--- src/rtl/pa_block_mover_pkg.sv ---
// Shared types for the page-allocator block mover: handle layout and FSM state encoding.
package pa_pkg;

  localparam int PA_LANE_FIFO_ADDR_W    = 5;
  localparam int PA_HANDLE_ADDR_W       = 10;
  localparam int PA_PAGE_ADDR_W         = 18;
  localparam int PA_MAX_PKT_LENGTH_BITS = 8;
  localparam int PA_DATA_W              = 40;
  localparam int PA_HANDLE_W = PA_LANE_FIFO_ADDR_W + PA_PAGE_ADDR_W + PA_MAX_PKT_LENGTH_BITS + 1;

  // Handle fields, LSB first.
  localparam int PA_LANE_START_LSB = 0;
  localparam int PA_PAGE_START_LSB = PA_LANE_START_LSB + PA_LANE_FIFO_ADDR_W;
  localparam int PA_LEN_LSB        = PA_PAGE_START_LSB + PA_PAGE_ADDR_W;
  localparam int PA_SKIP_BIT       = PA_LEN_LSB + PA_MAX_PKT_LENGTH_BITS;

  typedef struct packed {
    logic                              skip;
    logic [PA_MAX_PKT_LENGTH_BITS-1:0] len;
    logic [PA_PAGE_ADDR_W-1:0]         page_start;
    logic [PA_LANE_FIFO_ADDR_W-1:0]    lane_start;
  } pa_handle_t;

  typedef enum logic [2:0] {
    ST_IDLE,
    ST_FETCH,
    ST_LOAD,
    ST_MOVE,
    ST_DRAIN,
    ST_RETIRE
  } pa_mover_state_e;

endpackage

--- src/rtl/pa_block_mover_if.sv ---
// Shared page RAM write port: request/grant handshake plus the write strobe, address and data.
interface pa_page_wr_if #(
  parameter int PAGE_ADDR_W = pa_pkg::PA_PAGE_ADDR_W,
  parameter int DATA_W      = pa_pkg::PA_DATA_W
);
  logic                   page_wr_req;
  logic                   page_wr_gnt;
  logic                   page_we;
  logic [PAGE_ADDR_W-1:0] page_waddr;
  logic [DATA_W-1:0]      page_wdata;

  modport master (
    output page_wr_req, page_we, page_waddr, page_wdata,
    input  page_wr_gnt
  );

  modport slave (
    input  page_wr_req, page_we, page_waddr, page_wdata,
    output page_wr_gnt
  );
endinterface

--- src/rtl/pa_block_mover_stats.sv ---
// Packet, word and skip counters for the block mover; only built when PA_MOVER_STATS_EN is defined.
module pa_mover_stats (
  input  logic        clk,
  input  logic        rst_n,
  input  logic        pkt_inc,
  input  logic        word_inc,
  input  logic        skip_inc,
  output logic [31:0] stat_pkt_cnt,
  output logic [31:0] stat_word_cnt,
  output logic [31:0] stat_skip_cnt
);

  logic [31:0] pkt_cnt_q, pkt_cnt_d;
  logic [31:0] word_cnt_q, word_cnt_d;
  logic [31:0] skip_cnt_q, skip_cnt_d;

  always_comb begin
    pkt_cnt_d  = pkt_cnt_q  + {31'd0, pkt_inc};
    word_cnt_d = word_cnt_q + {31'd0, word_inc};
    skip_cnt_d = skip_cnt_q + {31'd0, skip_inc};
  end

  always_ff @(posedge clk or negedge rst_n) begin
    if (!rst_n) begin
      pkt_cnt_q  <= '0;
      word_cnt_q <= '0;
      skip_cnt_q <= '0;
    end else begin
      pkt_cnt_q  <= pkt_cnt_d;
      word_cnt_q <= word_cnt_d;
      skip_cnt_q <= skip_cnt_d;
    end
  end

  assign stat_pkt_cnt  = pkt_cnt_q;
  assign stat_word_cnt = word_cnt_q;
  assign stat_skip_cnt = skip_cnt_q;

endmodule

--- src/rtl/pa_block_mover.sv ---
// Per-lane handle consumer: copies each packet from the lane FIFO into page RAM, then releases it.
// Optional statistics counters are built when PA_MOVER_STATS_EN is defined.
module pa_block_mover
  import pa_pkg::*;
#(
  parameter int LANE_FIFO_ADDR_W    = PA_LANE_FIFO_ADDR_W,
  parameter int HANDLE_ADDR_W       = PA_HANDLE_ADDR_W,
  parameter int PAGE_ADDR_W         = PA_PAGE_ADDR_W,
  parameter int MAX_PKT_LENGTH_BITS = PA_MAX_PKT_LENGTH_BITS,
  parameter int DATA_W              = PA_DATA_W,
  parameter int HANDLE_W            = LANE_FIFO_ADDR_W + PAGE_ADDR_W + MAX_PKT_LENGTH_BITS + 1
) (
  input  logic                        clk,
  input  logic                        rst_n,
  input  logic [HANDLE_ADDR_W-1:0]    handle_wptr,
  output logic [HANDLE_ADDR_W-1:0]    handle_raddr,
  input  logic [HANDLE_W-1:0]         handle_rd_data,
  output logic [HANDLE_ADDR_W-1:0]    handle_rptr,
  output logic [LANE_FIFO_ADDR_W-1:0] lane_raddr,
  input  logic [DATA_W-1:0]           lane_rd_data,
  output logic [LANE_FIFO_ADDR_W-1:0] lane_rptr,
  pa_page_wr_if.master                page_if,
  output logic                        mover_busy,
  output logic [31:0]                 stat_pkt_cnt,
  output logic [31:0]                 stat_word_cnt,
  output logic [31:0]                 stat_skip_cnt
);

  localparam int PAGE_START_LSB = LANE_FIFO_ADDR_W;
  localparam int LEN_LSB        = PAGE_START_LSB + PAGE_ADDR_W;
  localparam int SKIP_BIT       = LEN_LSB + MAX_PKT_LENGTH_BITS;

  pa_mover_state_e                state_q, state_d;
  logic [LANE_FIFO_ADDR_W-1:0]    lane_start_q, lane_start_d;
  logic [PAGE_ADDR_W-1:0]         page_start_q, page_start_d;
  logic [MAX_PKT_LENGTH_BITS-1:0] len_q, len_d;
  logic                           skip_q, skip_d;
  logic [MAX_PKT_LENGTH_BITS-1:0] k_q, k_d;
  logic [HANDLE_ADDR_W-1:0]       handle_rptr_q, handle_rptr_d;
  logic [LANE_FIFO_ADDR_W-1:0]    lane_rptr_q, lane_rptr_d;
  logic                           page_wr_req_q, page_wr_req_d;
  logic                           page_we_q, page_we_d;
  logic [PAGE_ADDR_W-1:0]         page_waddr_q, page_waddr_d;
  logic                           mover_busy_q, mover_busy_d;

  logic [LANE_FIFO_ADDR_W-1:0]    hdl_lane_start;
  logic [PAGE_ADDR_W-1:0]         hdl_page_start;
  logic [MAX_PKT_LENGTH_BITS-1:0] hdl_len;
  logic                           hdl_skip;
  logic                           issue;

  assign hdl_lane_start = handle_rd_data[LANE_FIFO_ADDR_W-1:0];
  assign hdl_page_start = handle_rd_data[LEN_LSB-1:PAGE_START_LSB];
  assign hdl_len        = handle_rd_data[SKIP_BIT-1:LEN_LSB];
  assign hdl_skip       = handle_rd_data[SKIP_BIT];

  // A lane read is issued in every MOVE cycle that holds the grant.
  assign issue = (state_q == ST_MOVE) && page_if.page_wr_gnt;

  always_comb begin
    // NOTE: every _d takes its held value first, so no path through the case leaves a latch.
    state_d       = state_q;
    lane_start_d  = lane_start_q;
    page_start_d  = page_start_q;
    len_d         = len_q;
    skip_d        = skip_q;
    k_d           = k_q;
    handle_rptr_d = handle_rptr_q;
    lane_rptr_d   = lane_rptr_q;
    page_we_d     = 1'b0;
    page_waddr_d  = page_waddr_q;

    unique case (state_q)
      ST_IDLE: begin
        if (handle_rptr_q != handle_wptr) state_d = ST_FETCH;
      end
      ST_FETCH: state_d = ST_LOAD;
      ST_LOAD: begin
        lane_start_d = hdl_lane_start;
        page_start_d = hdl_page_start;
        len_d        = hdl_len;
        skip_d       = hdl_skip;
        k_d          = '0;
        state_d      = (hdl_skip || hdl_len == '0) ? ST_RETIRE : ST_MOVE;
      end
      ST_MOVE: begin
        if (issue) begin
          page_we_d    = 1'b1;
          page_waddr_d = page_start_q + PAGE_ADDR_W'(k_q);
          k_d          = k_q + MAX_PKT_LENGTH_BITS'(1);
          if (k_q == len_q - MAX_PKT_LENGTH_BITS'(1)) state_d = ST_DRAIN;
        end
      end
      ST_DRAIN: state_d = ST_RETIRE;
      ST_RETIRE: begin
        // Lane space is released for skipped packets too; their words still occupy the FIFO.
        handle_rptr_d = handle_rptr_q + HANDLE_ADDR_W'(1);
        lane_rptr_d   = lane_start_q + LANE_FIFO_ADDR_W'(len_q);
        state_d       = ST_IDLE;
      end
      default: state_d = ST_IDLE;
    endcase

    page_wr_req_d = (state_d == ST_MOVE) || (state_d == ST_DRAIN);
    mover_busy_d  = (state_d != ST_IDLE);
  end

  always_ff @(posedge clk or negedge rst_n) begin
    if (!rst_n) begin
      state_q       <= ST_IDLE;
      lane_start_q  <= '0;
      page_start_q  <= '0;
      len_q         <= '0;
      skip_q        <= 1'b0;
      k_q           <= '0;
      handle_rptr_q <= '0;
      lane_rptr_q   <= '0;
      page_wr_req_q <= 1'b0;
      page_we_q     <= 1'b0;
      page_waddr_q  <= '0;
      mover_busy_q  <= 1'b0;
    end else begin
      // NOTE: non-blocking assignments keep every flop sampling the pre-edge values.
      state_q       <= state_d;
      lane_start_q  <= lane_start_d;
      page_start_q  <= page_start_d;
      len_q         <= len_d;
      skip_q        <= skip_d;
      k_q           <= k_d;
      handle_rptr_q <= handle_rptr_d;
      lane_rptr_q   <= lane_rptr_d;
      page_wr_req_q <= page_wr_req_d;
      page_we_q     <= page_we_d;
      page_waddr_q  <= page_waddr_d;
      mover_busy_q  <= mover_busy_d;
    end
  end

  assign handle_rptr  = handle_rptr_q;
  assign handle_raddr = handle_rptr_q;
  assign lane_rptr    = lane_rptr_q;
  assign lane_raddr   = lane_start_q + LANE_FIFO_ADDR_W'(k_q);
  assign mover_busy   = mover_busy_q;

  // Lane data arrives one cycle after its read, exactly when the matching write strobe is up.
  assign page_if.page_wr_req = page_wr_req_q;
  assign page_if.page_we     = page_we_q;
  assign page_if.page_waddr  = page_waddr_q;
  assign page_if.page_wdata  = page_we_q ? lane_rd_data : '0;

`ifdef PA_MOVER_STATS_EN
  pa_mover_stats u_stats (
    .clk           (clk),
    .rst_n         (rst_n),
    .pkt_inc       ((state_q == ST_RETIRE) && !skip_q && (len_q != '0)),
    .word_inc      (page_we_q),
    .skip_inc      ((state_q == ST_RETIRE) && skip_q),
    .stat_pkt_cnt  (stat_pkt_cnt),
    .stat_word_cnt (stat_word_cnt),
    .stat_skip_cnt (stat_skip_cnt)
  );
`else
  assign stat_pkt_cnt  = '0;
  assign stat_word_cnt = '0;
  assign stat_skip_cnt = '0;
`endif

endmodule
--- src/flat_wrapper.sv ---
// flat-port wrapper written by rule: the top's interface ports become plain ports
module pa_block_mover_flat import pa_pkg::*;
#(
  parameter int LANE_FIFO_ADDR_W    = PA_LANE_FIFO_ADDR_W,
  parameter int HANDLE_ADDR_W       = PA_HANDLE_ADDR_W,
  parameter int PAGE_ADDR_W         = PA_PAGE_ADDR_W,
  parameter int MAX_PKT_LENGTH_BITS = PA_MAX_PKT_LENGTH_BITS,
  parameter int DATA_W              = PA_DATA_W,
  parameter int HANDLE_W            = LANE_FIFO_ADDR_W + PAGE_ADDR_W + MAX_PKT_LENGTH_BITS + 1
)
  (clk, rst_n, handle_wptr, handle_raddr, handle_rd_data, handle_rptr, lane_raddr, lane_rd_data, lane_rptr, mover_busy, stat_pkt_cnt, stat_word_cnt, stat_skip_cnt, page_if_page_wr_req, page_if_page_we, page_if_page_waddr, page_if_page_wdata, page_if_page_wr_gnt);
  pa_page_wr_if #(.PAGE_ADDR_W(PAGE_ADDR_W), .DATA_W(DATA_W)) page_if_i ();
  input  logic clk;
  input  logic rst_n;
  input  logic [HANDLE_ADDR_W-1:0] handle_wptr;
  output logic [HANDLE_ADDR_W-1:0] handle_raddr;
  input  logic [HANDLE_W-1:0] handle_rd_data;
  output logic [HANDLE_ADDR_W-1:0] handle_rptr;
  output logic [LANE_FIFO_ADDR_W-1:0] lane_raddr;
  input  logic [DATA_W-1:0] lane_rd_data;
  output logic [LANE_FIFO_ADDR_W-1:0] lane_rptr;
  output logic mover_busy;
  output logic [31:0] stat_pkt_cnt;
  output logic [31:0] stat_word_cnt;
  output logic [31:0] stat_skip_cnt;
  output wire logic [$bits(page_if_i.page_wr_req)-1:0] page_if_page_wr_req;
  output wire logic [$bits(page_if_i.page_we)-1:0] page_if_page_we;
  output wire logic [$bits(page_if_i.page_waddr)-1:0] page_if_page_waddr;
  output wire logic [$bits(page_if_i.page_wdata)-1:0] page_if_page_wdata;
  input wire logic [$bits(page_if_i.page_wr_gnt)-1:0] page_if_page_wr_gnt;
  assign page_if_page_wr_req = page_if_i.page_wr_req;
  assign page_if_page_we = page_if_i.page_we;
  assign page_if_page_waddr = page_if_i.page_waddr;
  assign page_if_page_wdata = page_if_i.page_wdata;
  assign page_if_i.page_wr_gnt = page_if_page_wr_gnt;
  pa_block_mover #(.LANE_FIFO_ADDR_W(LANE_FIFO_ADDR_W), .HANDLE_ADDR_W(HANDLE_ADDR_W), .PAGE_ADDR_W(PAGE_ADDR_W), .MAX_PKT_LENGTH_BITS(MAX_PKT_LENGTH_BITS), .DATA_W(DATA_W), .HANDLE_W(HANDLE_W)) u_core (.clk(clk), .rst_n(rst_n), .handle_wptr(handle_wptr), .handle_raddr(handle_raddr), .handle_rd_data(handle_rd_data), .handle_rptr(handle_rptr), .lane_raddr(lane_raddr), .lane_rd_data(lane_rd_data), .lane_rptr(lane_rptr), .page_if(page_if_i), .mover_busy(mover_busy), .stat_pkt_cnt(stat_pkt_cnt), .stat_word_cnt(stat_word_cnt), .stat_skip_cnt(stat_skip_cnt));
endmodule
--- config.mk ---
export PLATFORM = sky130hd
export DESIGN_NAME = pa_block_mover_flat
export DESIGN_NICKNAME = d
export VERILOG_FILES = /design/src/rtl/pa_block_mover_pkg.sv /design/src/rtl/pa_block_mover_if.sv /design/src/rtl/pa_block_mover_stats.sv /design/src/rtl/pa_block_mover.sv /design/src/flat_wrapper.sv
export SDC_FILE = /design/constraint.sdc
export NUM_CORES = 1
export LEC_CHECK = 0
export ABC_AREA = 1
export CAP_MARGIN = 30
export CORE_ASPECT_RATIO = 2
export CORE_MARGIN = 3
export CORE_UTILIZATION = 39
export CTS_CLUSTER_SIZE = 12
export DETAILED_ROUTE_END_ITERATION = 12
export DONT_BUFFER_PORTS = 1
export GPL_TIMING_DRIVEN = 0
export PLACE_DENSITY = 0.6
export REMOVE_ABC_BUFFERS = 1
export SLEW_MARGIN = 20
export SYNTH_ARGS = -nofsm -noshare
export SYNTH_HDL_FRONTEND = slang
export SYNTH_SLANG_ARGS = --single-unit
--- constraint.sdc ---
create_clock -name clk -period 1.8 [get_ports clk]
set_input_delay 0.27 -clock clk [delete_from_list [all_inputs] [get_ports clk]]
set_output_delay 0.27 -clock clk [all_outputs]
set_load 0.005 [all_outputs]
Yosys cells after proc, flatten, opt, wreduce, memory -nomap -nowiden
Index checks and enable logic that the tools add are counted.
{"block": "totals", "register_bits": 78, "latchBits": 0, "ramBits": 0, "rom_bits": 0, "in_bits": 85, "output_inout_bits": 187, "elab_cells": 46, "n_memories": 0}
{"block": "op_classes", "add_sub_neg": 6, "multipliers": 0, "div": 0, "magnitude_cmp": 0, "n_eq_ne": 10, "shifts": 0, "mux": 10, "bitwise": 0, "n_reduce_logical": 9}
{"cell": "2-to-1 mux 40 bit", "count": 1}
{"cell": "adder 18 x 8 -> 18 bit", "count": 1}
{"cell": "case mux 8 bit (2 select lines)", "count": 1}
{"cell": "case mux 3 bit (5 select lines)", "count": 1}
{"cell": "2-to-1 mux 3 bit", "count": 4}
{"cell": "adder 10 x 1 -> 10 bit (second input constant)", "count": 1}
{"cell": "adder 5 bit", "count": 2}
{"cell": "!= test 10 bit", "count": 1}
{"cell": "equality test 3 x 2 -> 1 bit (second input constant)", "count": 3}
{"cell": "equality test 3 bit (second input constant)", "count": 3}
{"cell": "adder 8 x 1 -> 8 bit (second input constant)", "count": 1}
{"cell": "equality test 8 bit", "count": 1}
{"cell": "zero test 8 bit", "count": 1}
{"cell": "2-to-1 mux 8 bit", "count": 1}
{"cell": "subtractor 8 x 1 -> 8 bit (second input constant)", "count": 1}
{"cell": "AND reduction 2 bit", "count": 2}
{"cell": "equality test 3 x 1 -> 1 bit (second input constant)", "count": 1}
{"cell": "zero test 3 bit", "count": 1}
{"cell": "nonzero test 3 bit", "count": 1}
{"cell": "logical OR 1 bit", "count": 2}
{"cell": "2-to-1 mux 1 bit", "count": 2}
{"cell": "!= test 2 x 1 -> 1 bit (second input constant)", "count": 1}
{"cell": "nonzero test 2 bit", "count": 1}
{"cell": "logical AND 1 bit", "count": 1}

Depth between registers and ports, before layout
{"block": "logic_depth", "ltp_word": 7, "mapped_depth": 14, "mapped_depth_nobuf": 14}

Worst setup path after synthesis
Ideal clock, no wire load.
{"block": "synth_path", "path_kind": "flip-flop to flip-flop", "start": "register u_core.k_q[0]", "end": "register u_core.page_waddr_q[16], in the netlist u_core.page_if.page_waddr[16]", "setup_ps": 83, "t_arrival_ps": 1809, "required_ps": 1717, "path_slack_ps": -91, "stages_incl_launch_ff": 11, "n_path_buf": 0, "synth_period_minus_slack_ps": 1891, "path_cell_list": "dfrtp_1 > ha_1 > inv_1 > fa_1 > nand3b_1 > nand2_1 > nand2_1 > nand2_1 > nand2_1 > xor2_1 > o21ai_0"}
{"block": "synth_between", "elab_chain_cells": 1}
{"element": "start, declared", "line_no": "pa_block_mover.sv:38", "rtl": "logic [MAX_PKT_LENGTH_BITS-1:0] k_q, k_d;"}
{"element": "start signal, assigned", "line_no": "pa_block_mover.sv:129", "rtl": "k_q <= k_d;"}
{"element": "adder 18 x 8 -> 18 bit", "line_no": "pa_block_mover.sv:89", "rtl": "page_waddr_d = page_start_q + PAGE_ADDR_W'(k_q);"}
{"element": "end signal, assigned", "line_no": "pa_block_mover.sv:134", "rtl": "page_waddr_q <= page_waddr_d;"}
{"element": "end, declared", "line_no": "pa_block_mover.sv:43", "rtl": "logic [PAGE_ADDR_W-1:0] page_waddr_q, page_waddr_d;"}
Every way passes these cells.
A chain may end at the register's enable or synchronous reset.

Worst setup path after layout
{"block": "layout_path", "start": "register u_core.lane_start_q[0]", "end": "output lane_raddr[4]"}
{"block": "layout_between", "elab_chain_cells": 1}
{"element": "start, declared", "line_no": "pa_block_mover.sv:34", "rtl": "logic [LANE_FIFO_ADDR_W-1:0] lane_start_q, lane_start_d;"}
{"element": "start signal, assigned", "line_no": "pa_block_mover.sv:125", "rtl": "lane_start_q <= lane_start_d;"}
{"element": "adder 5 bit", "line_no": "pa_block_mover.sv:142", "rtl": "assign lane_raddr = lane_start_q + LANE_FIFO_ADDR_W'(k_q);"}
{"element": "end, declared", "line_no": "flat_wrapper.sv:19", "rtl": "output logic [LANE_FIFO_ADDR_W-1:0] lane_raddr;"}
Every way passes these cells.

==> metrics.cfg <==
[route]
firstDrtPassIters = 4
wl_per_cell_um = 15.0
viasPerCell = 4.55
drc = 0
vias = 4436
ant_nets = 0
wirelength_um = 14700
detailedRoute.firstIterationViolations = 211

[synthesis]
synth_top_family_by_area = buffers and inverters
synthXorXnorAreaFrac_pct = 5.52
synthAdderAreaFrac_pct = 5.42
yosysWarningCount = 0
yosys.cell_types.count = 34
yosys_register_bits = 78
synth_compound_area_share_pct = 7.11
ys_seq_area_share_pct = 35.6
syn_inst = 740
netlist_area_mm2 = 0.00549
synthSimpleGateAreaFrac_pct = 22.8
syn_area_per_cell_um2 = 7.42
synthMuxAreaShare_pct = 0

[clocking]
cts_tree = yes
cts-root-buf = clkbuf_16
clock_latency_ps = 350
cts_buffers = 9
clockBufferDepth = 2
h-tree-depth = 3
clk_pin_slew_ps = 70
clock-sinks = 78

[floorplanning]
start_util_pct = 40.4
rows = 60
io-pin-count = 272
coreArea_mm2 = 0.0136
dieArea_mm2 = 0.0156
die-height_um = 174
die_w_um = 89.9

[global_route]
overflow = 0
antenna_found_initial = 0
grt_pass1_vias = 4099
grt_max_degree = 79
grt.total_usage_pct = 17.6
grt_pass1_wl_um = 21500

[placement]
pre_cts_slack_ps = -634
dp_cells = 904
dp_hpwl_um = 10600
portBuffers = 0
place_congestion = 0.805

[power_and_ir_drop]
pwr-share-clk_pct = 19.1
p_leak_nw = 3.56
power.density_mw_per_mm2 = 1540
intPower_w = 0.00573
seqPwrFrac_pct = 33.0
p_sw_w = 0.00421
swShare_pct = 42.4
peakVddDrop_mv = 0.734
pwr-share-comb_pct = 47.9

[run]
maxCapViolCount = 0

[worst_setup_path]
startpoint_type = flop
worstPathArrival_ps = 1720
endpoint_kind = output port
critPathMaxFanout = 2
worstPathRequired_ps = 1530
critical_path_class = flop to output port

[timing]
setup_slack_ps = -187
max_freq_mhz = 503
hold_violations = 78
rsz0062_at_grt = yes
fin_crit_sh_pct = 110
finalCriticalPeriod_ps = 1990
setup_violations = 10
timing.hold.ws_ps = -389
fin_skew_ps = 7.23
drv_slew = 0

[outcome]
status = complete, but fails checks
violations = negative hold slack, negative setup slack

[final_layout]
layout_common_cells = nand2_1 (188), inv_1 (102), conb_1 (96)
final_nets = 892
utilization_pct = 47.5
mostFrequentLayoutCell = nand2_1
layout-drive-gt1-share_pct = 21.8
antennaDiodeCount = 0
final_cells = 976
syn_to_final_growth_pct = 17.5

[worst_hold_path]
worst_hold_path_type = input pin to asynchronous set/reset pin

[registers in the layout (all words and copies together), names as in the netlist]
register and flops:
u_core.page_if.page_waddr 18, u_core.page_if.page_wr_req 1, u_core.handle_raddr 10, u_core.k_q 8, u_core.len_q 8, u_core.state_q 3, u_core.lane_rptr 5, u_core.page_start_q 18
u_core.lane_start_q 5, u_core.mover_busy 1, u_core.page_if.page_we 1
[synthesized netlist by cell type, drive strengths merged]
cell | count | area (um^2)
ha | 19 | 238
buf | 109 | 811
xnor3 | 1 | 22.5
clkbuf | 13 | 48.8
nor3 | 7 | 67.6
or2 | 2 | 12.5
o21ai | 46 | 230
inv | 115 | 432
conb | 1 | 3.75
nand3 | 27 | 140
a21o | 2 | 15.0
nand2 | 211 | 795
xnor2 | 9 | 78.8
o211ai | 1 | 7.51
nor4 | 2 | 12.5
o31ai | 1 | 7.51
nand4 | 8 | 50.1
a21oi | 20 | 100
dfrtp | 78 | 1950
and3 | 1 | 6.26
nand3b | 2 | 15.0
a22oi | 1 | 7.51
fa | 3 | 60.1
nor2 | 35 | 154
o21bai | 3 | 22.5
xor2 | 23 | 201
[power groups by stage]
stage | Clock (W) | Sequential, W | Combinational [W]
floorplan | 0 | 0.00303 | 0.00251
global placement | 0 | 0.00330 | 0.00316
detailed placement | 0 | 0.00328 | 0.00334
CTS | 0.00194 | 0.00326 | 0.00404
global route | 0.00203 | 0.00338 | 0.00537
finish | 0.00190 | 0.00328 | 0.00476
[stage by stage]
stage	total power, W	area (um^2)	setup TNS, ps
finish	0.00994	6450	-1160
global placement	0.00646	5220	-61670
detailed placement	0.00662	5300	-7710
floorplan	0.00554	4990	-11000
global route	0.0108	6450	-2450
CTS	0.00923	5970	-1090
[area by class of cell]
class	instances	area [um^2]
fill	1304	7140
multi-input combinational	520	2950
sequential	78	1960
timing repair buffer	60	543
inverter	115	444
tap	186	233
clock buffer	9	225
clock inverter	7	80.1
timing repair inverter	1	7.51
[cells by family after synthesis]
group / Yosys count
XOR/XNOR: 33
AO/OA/AOI/OAI: 74
other: 1
adder cells (fa/ha/maj): 22
buffers and inverters: 237
flip-flops: 78
AND/OR/NAND/NOR: 295
[per-layer routing]
metal / part of all wire (%) / vias to the layer above / track usage [%]
li1: - / 2150 / -
met1: 37 / 2088 / 19.6
met2: 55 / 178 / 32.1
met3: 6.6 / 20 / 4.04
met4: 2.0 / 0 / 6.71
met5: 0 / - / 0
[timing repair]
action	4_1_cts	5_1_grt
setup endpoints to repair	45	38
setup buffers	26	30
pin swaps	18	29
gates resized for setup	57	58
cloned	1	1
endpoints found under the hold margin	78	78
[worst paths after layout]
kind                                   startpoint                             to  slack, ps  cells after the start
min in group clk                handle_rd_data[3]         u_core.lane_start_q[3]         40                      2
min reg2reg                   u_core.lane_rptr[0]            u_core.lane_rptr[0]        500                      2
max                        u_core.lane_start_q[0]                  lane_raddr[4]       -190                      5
max in group asynchronous                   rst_n         u_core.page_if.page_we       2040                      0
max reg2reg                         u_core.k_q[0]  u_core.page_if.page_waddr[16]       -150                     11
min                                         rst_n         u_core.handle_raddr[5]       -390                      0
[worst max-delay path, cell delays in order, from the launching register on]
cell and delay (ps):
dfrtp_1 410, ha_4 160, inv_2 40, fa_2 400, o21ai_2 180, xor2_2 180
No activity file was read; power rests on OpenSTA's default activity.
